$ cat src/rtl/tmds_encoder.sv
// rtl/tmds_encoder.sv - DVI/HDMI TMDS 8b/10b channel encoder with running disparity
module tmds_encoder #(
    parameter int CNT_W = 5
) (
    input  logic             clk,
    input  logic             rstn,
    input  logic [7:0]       i_data,
    input  logic             i_de,
    input  logic             i_c0,
    input  logic             i_c1,
    output logic [9:0]       o_tmds,
    output logic [CNT_W-1:0] o_cnt
);

    localparam logic signed [CNT_W-1:0] EIGHT = CNT_W'(8);
    localparam logic signed [CNT_W-1:0] TWO   = CNT_W'(2);

    localparam logic [9:0] CTRL_00 = 10'b1101010100;
    localparam logic [9:0] CTRL_01 = 10'b0010101011;
    localparam logic [9:0] CTRL_10 = 10'b0101010100;
    localparam logic [9:0] CTRL_11 = 10'b1010101011;

    // Stage 1 state: transition-minimised word plus delayed control.
    logic [8:0] q_m;
    logic       de;
    logic       c0;
    logic       c1;

    logic [3:0] n1_d;
    logic       xnor_mode;
    logic [8:0] q_m_d;

    // Stage 2 state: running disparity after the symbol on o_tmds.
    logic signed [CNT_W-1:0] cnt;

    logic [3:0]              n1_q;
    logic signed [CNT_W-1:0] n1_s;
    logic signed [CNT_W-1:0] n0_s;
    logic signed [CNT_W-1:0] diff;
    logic                    cnt_pos;
    logic                    cnt_neg;
    logic [9:0]              tmds_d;
    logic signed [CNT_W-1:0] cnt_d;

    // Pick XOR/XNOR chaining from the input popcount and build q_m.
    always_comb begin
        n1_d = '0;
        for (int i = 0; i < 8; i++) begin
            n1_d = n1_d + {3'b000, i_data[i]};
        end
        xnor_mode = (n1_d > 4'd4) || ((n1_d == 4'd4) && !i_data[0]);
        q_m_d     = '0;
        q_m_d[0]  = i_data[0];
        for (int i = 1; i < 8; i++) begin
            q_m_d[i] = xnor_mode ? ~(q_m_d[i-1] ^ i_data[i]) : (q_m_d[i-1] ^ i_data[i]);
        end
        q_m_d[8] = ~xnor_mode;
    end

    // Stage 1 register: q_m travels with its de/c0/c1 so symbols never mix.
    always_ff @(posedge clk) begin
        if (!rstn) begin
            q_m <= '0;
            de  <= 1'b0;
            c0  <= 1'b0;
            c1  <= 1'b0;
        end else begin
            q_m <= q_m_d;
            de  <= i_de;
            c0  <= i_c0;
            c1  <= i_c1;
        end
    end

    // Choose inversion to steer the running disparity back towards zero.
    always_comb begin
        n1_q = '0;
        for (int i = 0; i < 8; i++) begin
            n1_q = n1_q + {3'b000, q_m[i]};
        end
        n1_s    = CNT_W'(n1_q);
        n0_s    = EIGHT - n1_s;
        diff    = n1_s - n0_s;
        cnt_neg = cnt[CNT_W-1];
        cnt_pos = !cnt[CNT_W-1] && (cnt != '0);
        tmds_d  = CTRL_00;
        cnt_d   = '0;
        if (!de) begin
            unique case ({c1, c0})
                2'b00:   tmds_d = CTRL_00;
                2'b01:   tmds_d = CTRL_01;
                2'b10:   tmds_d = CTRL_10;
                default: tmds_d = CTRL_11;
            endcase
            cnt_d = '0;
        end else if ((cnt == '0) || (diff == '0)) begin
            tmds_d = {~q_m[8], q_m[8], q_m[8] ? q_m[7:0] : ~q_m[7:0]};
            cnt_d  = q_m[8] ? (cnt + diff) : (cnt - diff);
        end else if ((cnt_pos && (n1_s > n0_s)) || (cnt_neg && (n0_s > n1_s))) begin
            tmds_d = {1'b1, q_m[8], ~q_m[7:0]};
            cnt_d  = cnt + (q_m[8] ? TWO : '0) - diff;
        end else begin
            tmds_d = {1'b0, q_m[8], q_m[7:0]};
            cnt_d  = cnt + diff - (q_m[8] ? '0 : TWO);
        end
    end

    // Stage 2 register: output symbol and disparity.
    always_ff @(posedge clk) begin
        if (!rstn) begin
            o_tmds <= CTRL_00;
            cnt    <= '0;
        end else begin
            o_tmds <= tmds_d;
            cnt    <= cnt_d;
        end
    end

    assign o_cnt = cnt;

endmodule

$ cat config.mk
export PLATFORM = sky130hd
export DESIGN_NAME = tmds_encoder
export DESIGN_NICKNAME = d
export VERILOG_FILES = /design/src/rtl/tmds_encoder.sv
export SDC_FILE = /design/constraint.sdc
export NUM_CORES = 1
export LEC_CHECK = 0
export CORE_MARGIN = 1.5
export CORE_UTILIZATION = 40
export DETAILED_ROUTE_END_ITERATION = 7
export SYNTH_ARGS = -nofsm -noshare
export SYNTH_HDL_FRONTEND = slang
export SYNTH_SLANG_ARGS = --single-unit
$ cat constraint.sdc
create_clock -name clk -period 7.6 [get_ports clk]
set_input_delay 0.76 -clock clk [delete_from_list [all_inputs] [get_ports clk]]
set_output_delay 0.76 -clock clk [all_outputs]
set_load 0.02 [all_outputs]
== After elaboration in Yosys (flattened, before gate mapping) ==
Cells that the tools add are included.

* Input port bits: 13
* Output and inout bits: 15
* Flip-flop bits (word level): 27

* $add $sub $neg: 22
* Muxes and demuxes: 17
* Equal/unequal tests: 3
* Reductions and logical operators: 14
* Bitwise gates (word level): 17
* Magnitude comparators: 3

{| class="wikitable"
|+ Operator list
! cell !! number
|-
| $add 4x1->4 || 8
|-
| $mux 10 || 3
|-
| $pmux 10 s3 || 1
|-
| $mux 5 || 3
|-
| $sub 5x5->5 || 3
|-
| $add 5x5->5 || 2
|-
| $gt 5x5->1 || 2
|-
| $logic_not 5->1 || 2
|-
| $not 1->1 || 9
|-
| $add 3x1->4 || 2
|-
| $mux 8 || 1
|-
| $not 8->8 || 1
|-
| $mux 1 || 7
|-
| $xor 1x1->1 || 7
|-
| $add 2x1->3 || 2
|-
| $add 5x2->5 || 1
|-
| $reduce_bool 5->1 || 1
|-
| $sub 4x4->5 const A || 1
|-
| $sub 5x2->5 || 1
|-
| $add 1x1->2 || 2
|-
| $eq 4x3->1 const B || 1
|-
| $gt 4x3->1 const B || 1
|-
| $logic_and 1x1->1 || 4
|-
| $mux 2 || 2
|-
| other kinds (6) || 9
|}

== Longest topological paths before layout ==
* Depth after elaboration: 29
* Gate-level depth with buffers: 17

== Worst setup path before layout ==
No wires, ideal clock.

* Kind: register -> register
* Start point: reg q_m[0]
* End point: reg cnt[4] (netlist: o_cnt[4])
* Stages on the path, launching flop included: 17
* Period minus slack after synthesis: 4.486 ns
* Slack: 3.114 ns
* Data required time: 7.538 ns
* Setup time: 0.062 ns
* Arrival: 4.424 ns
* Buffers on the path: 0
* Cells stage by stage: dfxtp_1 -> inv_1 -> fa_1 -> fa_1 -> fa_1 -> inv_1 -> ha_1 -> fa_1 -> inv_1 -> ha_1 -> inv_1 -> ha_1 -> a21o_1 -> a21oi_1 -> xnor3_1 -> or3_1 -> nand3_1

* Cells in the longest elaborated chain, start to end: 13
* Elaborated cells on any way between the ends: 24

{| class="wikitable"
|+ RTL lines
! what !! line !! text
|-
| from (decl) || 24 || <nowiki>logic [8:0] q_m;</nowiki>
|-
| from (signal assigned) || 68 || <nowiki>q_m <= q_m_d;</nowiki>
|-
| $add 1x1->2 (*) || 79 || <nowiki>n1_q = n1_q + {3'b000, q_m[i]};</nowiki>
|-
| $add 2x1->3 (*) || 79 ||
|-
| $add 3x1->4 (*) || 79 ||
|-
| $add 4x1->4 (*) (4 in a row) || 79 ||
|-
| $sub 4x4->5 || 82 || <nowiki>n0_s = EIGHT - n1_s;</nowiki>
|-
| $sub 5x5->5 / $gt 5x5->1 (equally long branches) || 83, 99 ||
|-
| $add 5x5->5 / $logic_and 1x1->1 (equally long branches) || 104, 99 ||
|-
| $sub 5x2->5 / $logic_or 1x1->1 (equally long branches) || 104, 99 ||
|-
| $mux 5 || 99 || <nowiki>end else if ((cnt_pos && (n1_s > n0_s)) || (cnt_neg && (n0_s > n1_s))) begin</nowiki>
|-
| $mux 5 (*) || 96 || <nowiki>end else if ((cnt == '0) || (diff == '0)) begin</nowiki>
|-
| to (signal assigned) || 115 || <nowiki>cnt <= cnt_d;</nowiki>
|-
| to (decl) || 34 || <nowiki>logic signed [CNT_W-1:0] cnt;</nowiki>
|}

Mark *: on every way between the ends. The rest lies on a longest branch, timed or not.
A chain may end at the register's enable or synchronous reset.

== Worst setup path after layout ==
* Start point: reg q_m[0]
* End point: reg o_tmds[3]

* Cells in the longest elaborated chain, start to end: 14
* Elaborated cells on any way between the ends: 19

{| class="wikitable"
|+ RTL lines
! what !! line !! text
|-
| $add 1x1->2 (*) || 79 ||
|-
| $add 2x1->3 (*) || 79 ||
|-
| $add 3x1->4 (*) || 79 ||
|-
| $add 4x1->4 (*) (4 in a row) || 79 ||
|-
| parallel branches: the longest is 5 deep, another holds $sub 4x4->5 || - ||
|-
| $mux 10 (*) || 96 ||
|-
| $mux 10 (*) || 88 || <nowiki>if (!de) begin</nowiki>
|-
| to (signal assigned) || 114 || <nowiki>o_tmds <= tmds_d;</nowiki>
|-
| to (decl) || 11 || <nowiki>output logic [9:0] o_tmds,</nowiki>
|}

Mark *: on every way between the ends.

==> impl_metrics.prom <==
# TYPE chip_impl_metric gauge
chip_impl_info{name="run_status",value="finished, final reports clean"} 1
chip_impl_metric{name="netlist_instances",unit=""} 238
chip_impl_metric{name="num_vias",unit=""} 1719
chip_impl_metric{name="dpl-instance-area",unit="um^2"} 2480
chip_impl_info{name="postSynth.topFlopCell",value="dfxtp_1"} 1
chip_impl_info{name="most_frequent_cells_in_the_layout",value="38 x inv_1, 27 x dfxtp_1, 27 x clkdlybuf4s50_1, 24 x ha_1, 15 x xnor2_1"} 1
chip_impl_metric{name="drt_first_iter_violations",unit=""} 57
chip_impl_metric{name="regToRegSetupSlack",unit="ns"} 2.15
chip_impl_metric{name="layout-area-overhead-vs-synth",unit="%"} 16.5
chip_impl_metric{name="place_hpwl",unit="mm"} 3.37
chip_impl_metric{name="critPathMaxStageDelay",unit="ns"} 0.77
chip_impl_info{name="crit_path_frequent_cell",value="fa_1"} 1
chip_impl_metric{name="detail-route-antenna-nets",unit=""} 0
chip_impl_metric{name="count_of_flip_flops_with_a_built_in_enable_after_synthesis",unit=""} 0
chip_impl_info{name="synth_top_family_by_area",value="adder cells"} 1
chip_impl_metric{name="cp.required",unit="ns"} 7.81
chip_impl_metric{name="synth_area_in_simple_gates",unit="%"} 13.8
chip_impl_metric{name="initial_util",unit="%"} 42.0
chip_impl_info{name="layout_commonest_cell",value="inv_1"} 1
chip_impl_metric{name="crit_fanout",unit=""} 25
chip_impl_metric{name="multi_input_comb_area",unit="um^2"} 1430
chip_impl_info{name="tritoncts",value="built"} 1
chip_impl_metric{name="fp.dieArea",unit="um^2"} 5880
chip_impl_metric{name="timing.final.crit_period",unit="ns"} 5.45
chip_impl_metric{name="holdBufCountCts",unit=""} 0
chip_impl_info{name="critical-path-slowest-cell",value="a21oi_2"} 1
chip_impl_metric{name="timing.critical_path.buf_inv",unit=""} 4
chip_impl_metric{name="synth_xor_xnor_area_share",unit="%"} 9.86
chip_impl_metric{name="grt_use_total",unit="%"} 15.8
chip_impl_metric{name="final_design_area_no_fill",unit="um^2"} 2530
chip_impl_metric{name="numPortBuffers",unit=""} 27
chip_impl_metric{name="yosys_warnings",unit=""} 0
chip_impl_metric{name="global_placer_s_final_weighted_congestion",unit=""} 0.818
chip_impl_metric{name="slew_viol_final",unit=""} 0
chip_impl_metric{name="numClockSinks",unit=""} 27
chip_impl_metric{name="clk_latency",unit="ns"} 0.28
chip_impl_metric{name="area.sequential",unit="um^2"} 541
chip_impl_metric{name="synth.net_count",unit=""} 288
chip_impl_metric{name="remaining_drcs",unit=""} 0
chip_impl_metric{name="actual_transition_at_the_worst_max_transition_pin",unit="ns"} 1.06
chip_impl_metric{name="setup_total_negative_slack",unit="ns"} 0
chip_impl_metric{name="max-clock-path-buffers",unit=""} 2
chip_impl_metric{name="final_report_hold_violation_count",unit=""} 0
chip_impl_metric{name="vias_per_cell",unit=""} 5.24
chip_impl_metric{name="timing.final.ws_setup",unit="ns"} 2.15
chip_impl_metric{name="n_fill_cell",unit=""} 495
chip_impl_metric{name="finClkSkew",unit="ns"} 0.00776
chip_impl_info{name="crit_family",value="adder cells"} 1
chip_impl_metric{name="initial_antenna_violation_count",unit=""} 0
chip_impl_metric{name="slew_headroom",unit="%"} 29.0
chip_impl_metric{name="cts_setup_buffers",unit=""} 0
chip_impl_metric{name="final_nets",unit=""} 309
chip_impl_metric{name="synth_compound_gate_area_share",unit="%"} 14.4
chip_impl_metric{name="numCtsBuffers",unit=""} 3
chip_impl_metric{name="hold_path_stages",unit=""} 1
chip_impl_metric{name="cts_max_level",unit=""} 1
chip_impl_metric{name="die_x",unit="um"} 76.7
chip_impl_metric{name="synth-async-reset-ratio",unit="%"} 0
chip_impl_metric{name="detail_route.wl_per_cell",unit="um"} 13.2
chip_impl_info{name="path_cells",value="inv_1 > fa_1 > fa_1 > fa_1 > inv_1 > ha_1 > fa_1 > xor2_2 > inv_2 > ha_1 > inv_1 > ha_1 > a21oi_2 > nor2_2 > or4_1 > a31oi_1"} 1
chip_impl_metric{name="cts_repair_resize_count",unit=""} 0
chip_impl_info{name="netlist.top_cell.by_area",value="dfxtp_1"} 1
chip_impl_metric{name="drv.max_cap_violation_count",unit=""} 0
chip_impl_metric{name="ios",unit=""} 28
chip_impl_metric{name="fmax",unit="MHz"} 183
chip_impl_metric{name="insertedDiodeCount",unit=""} 0
chip_impl_metric{name="synth_area",unit="um^2"} 2170
chip_impl_info{name="min_path_type",value="flop to flop"} 1
chip_impl_info{name="regToRegStartpoint",value="q_m[0]$_SDFF_PN0_"} 1
chip_impl_metric{name="synth_top_area_share",unit="%"} 24.9
chip_impl_info{name="cts_root_buffer",value="clkbuf_8"} 1
chip_impl_metric{name="dr.pass1.iters",unit=""} 4
chip_impl_metric{name="multiplexer_area_fraction_after_synthesis",unit="%"} 1.90
chip_impl_metric{name="yosysUniqueCellTypes",unit=""} 46
chip_impl_metric{name="wirelength",unit="mm"} 4.33
chip_impl_metric{name="floorplan.die.height",unit="um"} 76.7
chip_impl_metric{name="grt_pass1_vias",unit=""} 1595
chip_impl_metric{name="synth.avg_cell_area",unit="um^2"} 9.12
chip_impl_metric{name="ys_seq_area_share",unit="%"} 24.9
chip_impl_metric{name="gr-total-overflow",unit=""} 0
chip_impl_metric{name="cp_data_arrival_time",unit="ns"} 5.67
chip_impl_metric{name="setup-violations-final",unit=""} 0
chip_impl_metric{name="preCtsSetupSlack",unit="ns"} 2.20
chip_impl_metric{name="share_of_synthesized_cell_area_in_full_adder_half_adder_and_majority_cells",unit="%"} 25.8
chip_impl_metric{name="r2r.worst_path.cells",unit=""} 16
chip_impl_info{name="timing.rr.end",value="o_tmds[3]$_SDFF_PN0_"} 1
chip_impl_metric{name="hold_slack",unit="ns"} 0.532
chip_impl_metric{name="grt_start_max_net_pins",unit=""} 26
chip_impl_metric{name="synth_seq_cells",unit=""} 27
chip_impl_info{name="rsz0062_at_grt",value="no"} 1
chip_impl_info{name="crit_path_start_kind",value="flop"} 1
chip_impl_metric{name="grt_pass1_wl",unit="mm"} 7.58
chip_impl_metric{name="final_layout_size_suffix_gt1_share",unit="%"} 4.65
chip_impl_metric{name="period_share",unit="%"} 71.8
chip_impl_info{name="most_area_consuming_cells_after_synthesis",value="dfxtp_1 25%, ha_1 14%, fa_1 12%, inv_1 6.6%, xnor2_1 6.1%"} 1
chip_impl_info{name="end_kind",value="flop"} 1
chip_impl_metric{name="core_area",unit="um^2"} 5170
chip_impl_metric{name="fp_rows",unit=""} 26
chip_impl_info{name="worst-setup-path-type",value="flop to flop"} 1
chip_impl_metric{name="cts.clk_slew.worst_paths",unit="ns"} 0.10
-- sequential cells by signal, summed over array words and instances, names as in the netlist, named ones only --
name and flops:
c0 1, c1 1, de 1, q_m 9, o_cnt 4, o_tmds 10
-- layer usage --
metal	GRT usage [%]	vias up	wire length, um
met4	3.89	0	28
met2	26.0	41	2040
met1	22.4	818	2130
met3	1.43	2	127
met5	0	-	0
li1	-	858	-
-- how the worst max path moves through the flow --
stage               depth (start not counted)              start                    to  slack (ns)
floorplan                                  16  q_m[0]$_SDFF_PN0_   o_cnt[4]$_SDFF_PN0_        3.11
global placement                           16  q_m[0]$_SDFF_PN0_  o_tmds[5]$_SDFF_PN0_        2.33
detailed placement                         16  q_m[0]$_SDFF_PN0_  o_tmds[1]$_SDFF_PN0_        2.20
CTS                                        16  q_m[0]$_SDFF_PN0_  o_tmds[1]$_SDFF_PN0_        2.17
global route                               16  q_m[0]$_SDFF_PN0_  o_tmds[1]$_SDFF_PN0_        1.77
finish                                     16  q_m[0]$_SDFF_PN0_  o_tmds[3]$_SDFF_PN0_        2.15
-- stage by stage --
| step | util [%] | cells |
|---|---|---|
| 4_1_cts | 48.9 | 328 |
| 3_5_place_dp | 47.9 | 324 |
| 5_1_grt | 48.9 | 328 |
| 6_report | 48.9 | 328 |
| 3_3_place_gp | 47.9 | 324 |
| 2_1_floorplan | - | 238 |
-- layout make-up --
cell class | count | share of cell area [%]
repair buffers | 27 | 10.7
inverters | 41 | 6.09
clock buffers | 3 | 1.63
flip-flops and latches | 27 | 21.4
clock inverters | 1 | 0.297
multi-input cells | 159 | 56.5
well taps | 70 | 3.46
-- synth_stat cells, drive strengths merged (2+ instances only) --
cell type  number
inv            41
dfxtp          27
ha             24
xnor2          15
a31oi          13
fa             13
nor2           13
a21oi           7
clkbuf          7
and2            6
nor4            6
xor2            6
a41oi           5
or4             5
buf             4
nand3           4
o21ai           4
a2111o          3
a21o            3
mux2i           3
nand2           3
nand4           3
nor3            3
nor2b           2
o211ai          2
o22ai           2
or3             2
-- cell families (layout without fill, tap and decap cells) --
logic type / after synthesis / in the layout
AO/OA/AOI/OAI: 44 / 44
XOR/XNOR: 22 / 22
adder cells (fa/ha/maj): 37 / 37
buffers and inverters: 52 / 72
flip-flops: 27 / 27
multiplexers: 4 / 4
AND/OR/NAND/NOR: 52 / 52
Power is not shown: default switching activity piles up to over one toggle a cycle in this logic, so the estimate is an artifact.
